**src/rtl/mem_arbiter.sv**
```systemverilog
// Two-client (instruction/data cache) arbiter in front of a single memory port.
// One transaction in flight; turn alternates after every completed transaction.
module mem_arbiter #(
  parameter int ADDR_BITS  = 28,
  parameter int DATA_BITS  = 128,
  parameter int READ_BEATS = 4
) (
  input  logic                     clk,
  input  logic                     reset,

  input  logic                     ic_req_valid,
  output logic                     ic_req_ready,
  input  logic [ADDR_BITS-1:0]     ic_req_addr,
  input  logic                     ic_req_rw,
  input  logic                     ic_req_data_valid,
  output logic                     ic_req_data_ready,
  input  logic [DATA_BITS-1:0]     ic_req_data_bits,
  input  logic [DATA_BITS/8-1:0]   ic_req_data_mask,
  output logic                     ic_resp_valid,
  output logic [DATA_BITS-1:0]     ic_resp_data,

  input  logic                     dc_req_valid,
  output logic                     dc_req_ready,
  input  logic [ADDR_BITS-1:0]     dc_req_addr,
  input  logic                     dc_req_rw,
  input  logic                     dc_req_data_valid,
  output logic                     dc_req_data_ready,
  input  logic [DATA_BITS-1:0]     dc_req_data_bits,
  input  logic [DATA_BITS/8-1:0]   dc_req_data_mask,
  output logic                     dc_resp_valid,
  output logic [DATA_BITS-1:0]     dc_resp_data,

  output logic                     mem_req_valid,
  input  logic                     mem_req_ready,
  output logic [ADDR_BITS-1:0]     mem_req_addr,
  output logic                     mem_req_rw,
  output logic                     mem_req_data_valid,
  input  logic                     mem_req_data_ready,
  output logic [DATA_BITS-1:0]     mem_req_data_bits,
  output logic [DATA_BITS/8-1:0]   mem_req_data_mask,
  input  logic                     mem_resp_valid,
  input  logic [DATA_BITS-1:0]     mem_resp_data,

  output logic                     resp_err
);

  localparam int CNT_BITS = $clog2(READ_BEATS);
  localparam logic OWN_IC = 1'b0;
  localparam logic OWN_DC = 1'b1;

  typedef enum logic [1:0] {ST_IDLE, ST_READ, ST_WRITE} state_t;

  state_t              state_q, state_d;
  logic                turn_q, turn_d;
  logic                owner_q, owner_d;
  logic [CNT_BITS-1:0] beat_q, beat_d;
  logic                resp_err_q, resp_err_d;

  logic run;
  logic is_idle, is_read, is_write;
  logic turn_valid, other_valid, turn_rw;
  logic own_data_valid;
  logic accept, data_hs, last_beat;

  // Outputs are forced low while reset is held, even before the state flops settle.
  assign run      = reset;
  assign is_idle  = (state_q == ST_IDLE);
  assign is_read  = (state_q == ST_READ);
  assign is_write = (state_q == ST_WRITE);

  assign turn_valid     = (turn_q == OWN_DC) ? dc_req_valid : ic_req_valid;
  assign other_valid    = (turn_q == OWN_DC) ? ic_req_valid : dc_req_valid;
  assign turn_rw        = (turn_q == OWN_DC) ? dc_req_rw    : ic_req_rw;
  assign own_data_valid = (owner_q == OWN_DC) ? dc_req_data_valid : ic_req_data_valid;

  assign mem_req_valid      = run & is_idle & turn_valid;
  assign mem_req_addr       = (turn_q == OWN_DC) ? dc_req_addr : ic_req_addr;
  assign mem_req_rw         = turn_rw;
  assign mem_req_data_valid = run & is_write & own_data_valid;
  assign mem_req_data_bits  = (owner_q == OWN_DC) ? dc_req_data_bits : ic_req_data_bits;
  assign mem_req_data_mask  = (owner_q == OWN_DC) ? dc_req_data_mask : ic_req_data_mask;

  // Ready never looks at valid, so clients may gate valid on ready without a loop.
  assign ic_req_ready = run & is_idle & (turn_q == OWN_IC) & mem_req_ready;
  assign dc_req_ready = run & is_idle & (turn_q == OWN_DC) & mem_req_ready;

  assign ic_req_data_ready = run & is_write & (owner_q == OWN_IC) & mem_req_data_ready;
  assign dc_req_data_ready = run & is_write & (owner_q == OWN_DC) & mem_req_data_ready;

  assign ic_resp_valid = run & is_read & (owner_q == OWN_IC) & mem_resp_valid;
  assign dc_resp_valid = run & is_read & (owner_q == OWN_DC) & mem_resp_valid;
  assign ic_resp_data  = run ? mem_resp_data : '0;
  assign dc_resp_data  = run ? mem_resp_data : '0;

  assign resp_err = resp_err_q;

  assign accept    = mem_req_valid & mem_req_ready;
  assign data_hs   = mem_req_data_valid & mem_req_data_ready;
  assign last_beat = (beat_q == CNT_BITS'(READ_BEATS - 1));

  always_comb begin
    state_d    = state_q;
    turn_d     = turn_q;
    owner_d    = owner_q;
    beat_d     = beat_q;
    // Any beat arriving outside a read is dropped and latched as an error.
    resp_err_d = resp_err_q | (mem_resp_valid & ~is_read);
    unique case (state_q)
      ST_IDLE: begin
        if (accept) begin
          owner_d = turn_q;
          state_d = turn_rw ? ST_WRITE : ST_READ;
        end else if (!turn_valid && other_valid) begin
          turn_d = ~turn_q;
        end
      end
      ST_READ: begin
        if (mem_resp_valid) begin
          beat_d = beat_q + CNT_BITS'(1);
          if (last_beat) begin
            state_d = ST_IDLE;
            turn_d  = ~owner_q;
          end
        end
      end
      ST_WRITE: begin
        if (data_hs) begin
          state_d = ST_IDLE;
          turn_d  = ~owner_q;
        end
      end
      default: state_d = ST_IDLE;
    endcase
  end

  always_ff @(posedge clk) begin
    if (!reset) begin
      state_q    <= ST_IDLE;
      turn_q     <= OWN_DC;
      owner_q    <= OWN_DC;
      beat_q     <= '0;
      resp_err_q <= 1'b0;
    end else begin
      state_q    <= state_d;
      turn_q     <= turn_d;
      owner_q    <= owner_d;
      beat_q     <= beat_d;
      resp_err_q <= resp_err_d;
    end
  end

endmodule

```
**config.mk**
```make
export PLATFORM = sky130hd
export DESIGN_NAME = mem_arbiter
export DESIGN_NICKNAME = d
export VERILOG_FILES = /design/src/rtl/mem_arbiter.sv
export SDC_FILE = /design/constraint.sdc
export NUM_CORES = 1
export LEC_CHECK = 0
export ABC_AREA = 1
export BUFFER_PORTS_ARGS = -buffer_cell sky130_fd_sc_hd__buf_2
export CORE_AREA = 3 3 358 360
export CTS_CLUSTER_SIZE = 8
export DETAILED_ROUTE_END_ITERATION = 10
export DIE_AREA = 0 0 361 363
export HOLD_SLACK_MARGIN = 0.06
export MAX_ROUTING_LAYER = met4
export PLACE_DENSITY = 0.3
export SETUP_SLACK_MARGIN = 0.5
export SLEW_MARGIN = 15
export SYNTH_ARGS = -nofsm -noshare
export SYNTH_HDL_FRONTEND = slang
export SYNTH_SLANG_ARGS = --single-unit
```
**constraint.sdc**
```tcl
create_clock -name clk -period 1.13 [get_ports clk]
set_input_delay 0.0565 -clock clk [delete_from_list [all_inputs] [get_ports clk]]
set_output_delay 0.0565 -clock clk [all_outputs]
set_load 0.01 [all_outputs]
```
Yosys cells after proc, flatten, opt, wreduce, memory -nomap -nowiden
Cells that the tools add are included.
{ "word_totals": {"ff_bits": 7, "in_bits": 483, "out_inout_bits": 438} }
{ "classes": {"add_sub_neg": 1, "n_eq_ne": 9, "mux": 20, "bitwise": 24, "reduce_logical": 8} }
{ "ops": {"columns": ["operator", "n"], "rows": [
  ["$mux 128", 2],
  ["$mux 28", 1],
  ["$and 1x1->1", 20],
  ["$mux 16", 1],
  ["$mux 2", 5],
  ["$mux 1", 9],
  ["$ne 2x1->1 const B", 4],
  ["$pmux 2 s3", 1],
  ["$reduce_and 6->1", 1],
  ["$eq 2x2->1 const B", 2],
  ["$ne 2x2->1 const B", 2],
  ["$reduce_and 2->1", 2],
  ["$reduce_and 4->1", 1],
  ["$not 1->1", 3],
  ["$pmux 1 s3", 1],
  ["$reduce_bool 3->1", 1],
  ["$add 2x1->2 const B", 1],
  ["$eq 2x1->1 const B", 1],
  ["$logic_not 2->1", 1],
  ["$logic_and 1x1->1", 1],
  ["$logic_not 1->1", 1],
  ["$or 1x1->1", 1]
]} }

Logic depth before layout (Yosys ltp)
{ "depth": {"word_depth": 6, "ltp_mapped": 10, "ltp_nobuf": 10} }

Worst setup path after synthesis
No wires, ideal clock.
{ "synth_path": {"path_type": "register to register", "from": "register state_q[0]", "to": "register state_q[0]", "setup_time_ps": 64, "t_arrival_ps": 1189, "required_time_ps": 1066, "slack_ps": -123, "stages_incl_launch_ff": 11, "path_buffers": 0, "synth_period_minus_slack_ps": 1253, "cell_sequence": "dfxtp_1 -> inv_1 -> ha_1 -> nand2_1 -> nor2_1 -> nand2_1 -> nand2_1 -> nand3_1 -> nand2_1 -> inv_1 -> nor2_1"} }
{ "synth_via": {"elab_chain_cells": 6} }
{ "synth_rtl": {"columns": ["item", "line", "rtl"], "rows": [
  ["from (decl)", "53", "state_t state_q, state_d;"],
  ["from (signal assigned)", "144", "state_q <= state_d;"],
  ["$eq 2x2->1 / $logic_not 2->1 (equally long branches)", "69, 108, 67", null],
  ["$and 1x1->1 (on tied branches) (2 in series)", "79, 76", null],
  ["$and 1x1->1 (on tied branches)", "98, 97", null],
  ["$ne 2x1->1 (no source line)", null, null],
  ["$reduce_and 4->1 (no source line)", null, null]
]} }
Parallel ways exist; a longest one is shown, timed or not.
A chain may end at the register's enable or synchronous reset.

Final worst setup path
{ "layout_path": {"from": "register owner_q", "to": "output port mem_req_data_bits[115]"} }
{ "layout_via": {"elab_chain_cells": 1} }
{ "layout_rtl": {"columns": ["item", "line", "rtl"], "rows": [
  ["from (decl)", "55", "logic owner_q, owner_d;"],
  ["from (signal assigned)", "146", "owner_q <= owner_d;"],
  ["$mux 128", "80", "assign mem_req_data_bits = (owner_q == OWN_DC) ? dc_req_data_bits : ic_req_data_bits;"],
  ["to (decl)", "39", "output logic [DATA_BITS-1:0] mem_req_data_bits,"]
]} }
No other way between the ends.

==> results.txt <==
Input and output buffers added on the ports amount to 920. STA puts the critical path data required time at 1.07 ns. The run gives 139 as the initial antenna violation count.

In the synthesized netlist the async set-or-reset flop fraction comes to 0%. In this run the tightest slew margin relative to its limit is 69.4%. For this block, the initial DRC count from the detailed router was 500.

The clock net in this run drives a total of 7 sinks. Synthesis produced a netlist with a net count of 1521. Entering global routing, the biggest net connects 86 pins. The buffer cell driving the clock tree root was sky130_fd_sc_hd__clkbuf_16. The total die area is 131000 µm², and the count of synthesis-stage warnings from yosys is 0. The number of global-route vias before repair was 9579; the fraction of layout instances using a drive strength above 1 was 64.4%. Yosys mapped the design onto 21 distinct sky130hd cell types. The most frequently used flop master after synthesis is sky130_fd_sc_hd__dfxtp_1. Yosys mapped a number of flops with a built-in enable equal to 0. The number of placed instances, taps included, is 3471.

The placer congestion estimate was 0.835; the actual transition at the worst max-transition pin was 0.458 ns. The classification of the worst-slack hold path was in2reg. The final wirelength was 94800 µm; the worst-path maximum fanout was 6. The region available for standard cell placement spans 125000 µm².

For this run, the detailed router's first-pass iteration total came to 4. The run gives 921 as the count of pins on the block boundary. Worst flop-to-flop path startpoint: owner_q.

Once detail routing completed, the nets flagged for antenna violations numbered 0. The biggest area contributor in the post-synthesis netlist is sky130_fd_sc_hd__nand2_1. The clock passes through at most 2 buffers. The routed layout has 9881 vias.

The number of hold buffers added after cts is 0. The most common cell in the synthesized netlist is sky130_fd_sc_hd__nand2_1. The logs give 0 for the total congestion overflow after global routing and 130 for the standard-cell row count.

At the end of the flow, the number of nets in the layout was 2348. The tool flagged a number of max-cap violations equal to 0. The final instance count without filler cells is 3556. The detailed-route wire length per cell is 26.7 µm.

The fraction of synthesized cell area taken by the top area cell type was 54.2%; the cell area after placement was 10900 µm². For the number of endpoints with negative hold slack in the final report, the log shows 0. The endpoint class of the critical path is an output port.

The tools report the first-pass GRT wire length as 114000 µm. Counting every instance in the synthesized netlist gives 1034. The clock arrives with 0.00347 ns of skew.

For the half-perimeter wire length of the detailed placement result, the log shows 87000 µm. By count the netlist is led by sky130_fd_sc_hd__nand2_1, sky130_fd_sc_hd__inv_1, sky130_fd_sc_hd__buf_4. For the worst setup path, the data arrival time is 1.46 ns. The path with the worst hold slack has its endpoint at resp_err. STA classifies the critical path startpoint as a flip-flop. Setup violations remaining at the end of the flow were counted as 214. The flip-flop and latch count after synthesis is 7.

After synthesis, flip-flops and latches occupy 3.04% of the total area. The number of cells on the worst reg-to-reg path is 9. The max-slew violation count was 0; the overall die height was 363 µm. Derived from the worst setup path, the maximum achievable clock frequency is 661 MHz. In the routed design, unresolved DRC markers number 0. The logs give -0.24 ns for the worst reg-to-reg setup slack and 0.363 mV for the maximum vdd drop.

The mean cell area of the mapped netlist was 4.46 µm²; the area added between synthesis and finish was 189%. The final worst slack was -0.382 ns; the overall fraction of global-route tracks in use was 14.0%. The worst path in the final design needs a cycle of 1.51 ns, including I/O delays and setup.

For this configuration, the core starts out at a cell density of 3.68%. The flow ran to the end, but the final reports show violations. TritonCTS built the clock tree. The critical path is of the reg2out type. The run gives 1 as the deepest level of the CTS H-tree. The width of the die was 361 µm; the clock slew at the register clock pins of the worst setup and hold paths was 0.04 ns.

The final reports fail on negative setup slack. Using the TritonRoute via totals, the vias-per-cell ratio works out to 2.78. The tools report the number of buffers added by the clock tree synthesis step as 3.

Terminus of the critical flop-to-flop path: state_q[1]. In the post-synthesis netlist, the biggest area contributors are sky130_fd_sc_hd__nand2_1, sky130_fd_sc_hd__buf_4, sky130_fd_sc_hd__inv_1. The clock latency of the later-clocked register in the worst-skew pair came out at 0.23 ns.

After routing the design area is 13300 µm². The filler cells instantiated in the layout total 14900. The tools report the mapped cell area as 4610 µm². The number of cells on the worst hold path works out to 3. Critical hold path startpoint: mem_resp_valid.

The analysis attributes to cell leakage a power of 0.00798 µW. Setup repair after global routing could not meet its margin everywhere. The power density over the cells is 949 nW/µm². The part of the cycle the worst path needs came out at 134%.
report_power, final:
part           total [µW]  switching [µW]  internal [µW]
Clock                 616             145            471
Sequential            463             121            342
Combinational       11500            6510           5040
Total               12600            6780           5850
area by class of cell:
cell class	instances	area, µm²	area share, %
inverter	140	553	4.16
sequential	7	155	1.17
timing repair buffer	1005	6540	49.2
tap	1650	2060	15.5
antenna	46	115	0.865
clock buffer	4	78.8	0.593
multi-input combinational	704	3790	28.5
layer usage:
metal  vias to the layer above  GRT usage (%)  routed length, µm
met1                      4472           16.9              39100
met4                         0           1.27               1900
met2                       710           21.5              41200
li1                       4547              -                  -
met5                         -              -                  0
met3                       152           7.29              12700
timing repair:
action | 4_1_cts | 5_1_grt
pin swaps | 43 | 37
setup buffers | 15 | 5
hold endpoints to repair | 0 | 0
endpoints found under the setup margin | 445 | 445
resized for setup | 313 | 105
cloned | 11 | 4
layout by cell type, fill, tap and decap left out, drive strengths merged:
cell    synthesis  routed
buf           168     998
a21oi           3       3
ha              4       4
diode           0      46
nand4           3       3
and2            1       1
bufbuf          0       1
nor3            4       4
clkbuf         15      10
xor2            1       1
nand2         667     667
nand3           5       5
inv           140     140
dfxtp           7       7
nor2           10      10
o21bai          1       1
o21ai           4       4
o211ai          1       1
kinds of logic (layout without fill, tap and decap cells):
logic type      after synthesis  count (layout)  share of synthesized area [%]
buf+inv                     323            1149                           37.8
fa+ha+maj                     4               4                           1.09
xor+xnor                      1               1                          0.190
other cells                   0              46                              0
simple gates                690             690                           56.8
flops                         7               7                           3.04
compound gates                9               9                           1.09
per-stage QoR:
stage / power, µW / TNS (ns) / util, % / worst slack (ns) / hold WS [ns]
6_report: 12600 / -50.60 / 10.6 / -0.382 / 0.177
5_1_grt: 13500 / -72.52 / 10.6 / -0.425 / 0.236
4_1_cts: 12400 / -57.61 / 10.1 / -0.390 / 0.177
3_5_place_dp: 9380 / -26.59 / 8.71 / -0.427 / 0.355
3_3_place_gp: 9520 / -26.15 / 8.71 / -0.444 / 0.357
2_1_floorplan: 4290 / -0.141 / - / -0.0493 / 0.201
state kept, by name, indices dropped and copies added, names as in the netlist:
| name | count |
|---|---|
| beat_q | 2 |
| owner_q | 1 |
| resp_err | 1 |
| state_q | 2 |
| turn_q | 1 |
how the worst max path moves through the flow:
stage | slack (ns) | depth (start not counted) | endpoint | from
5_1_grt | -0.42 | 5 | mem_req_data_bits[6] | owner_q
3_3_place_gp | -0.44 | 5 | mem_req_data_bits[115] | owner_q
4_1_cts | -0.39 | 5 | mem_req_data_bits[5] | owner_q
3_5_place_dp | -0.43 | 5 | mem_req_data_bits[18] | owner_q
2_1_floorplan | -0.05 | 9 | turn_q | state_q[0]
6_report | -0.38 | 6 | mem_req_data_bits[115] | owner_q
critical path, cell delays in order (launching register included):
cell                      delay, ns
sky130_fd_sc_hd__dfxtp_4       0.43
sky130_fd_sc_hd__buf_12        0.17
sky130_fd_sc_hd__buf_12        0.13
sky130_fd_sc_hd__buf_16        0.16
sky130_fd_sc_hd__nand2_4       0.09
sky130_fd_sc_hd__nand2_8       0.10
sky130_fd_sc_hd__buf_6         0.11
(Power assumes the default switching activity.)
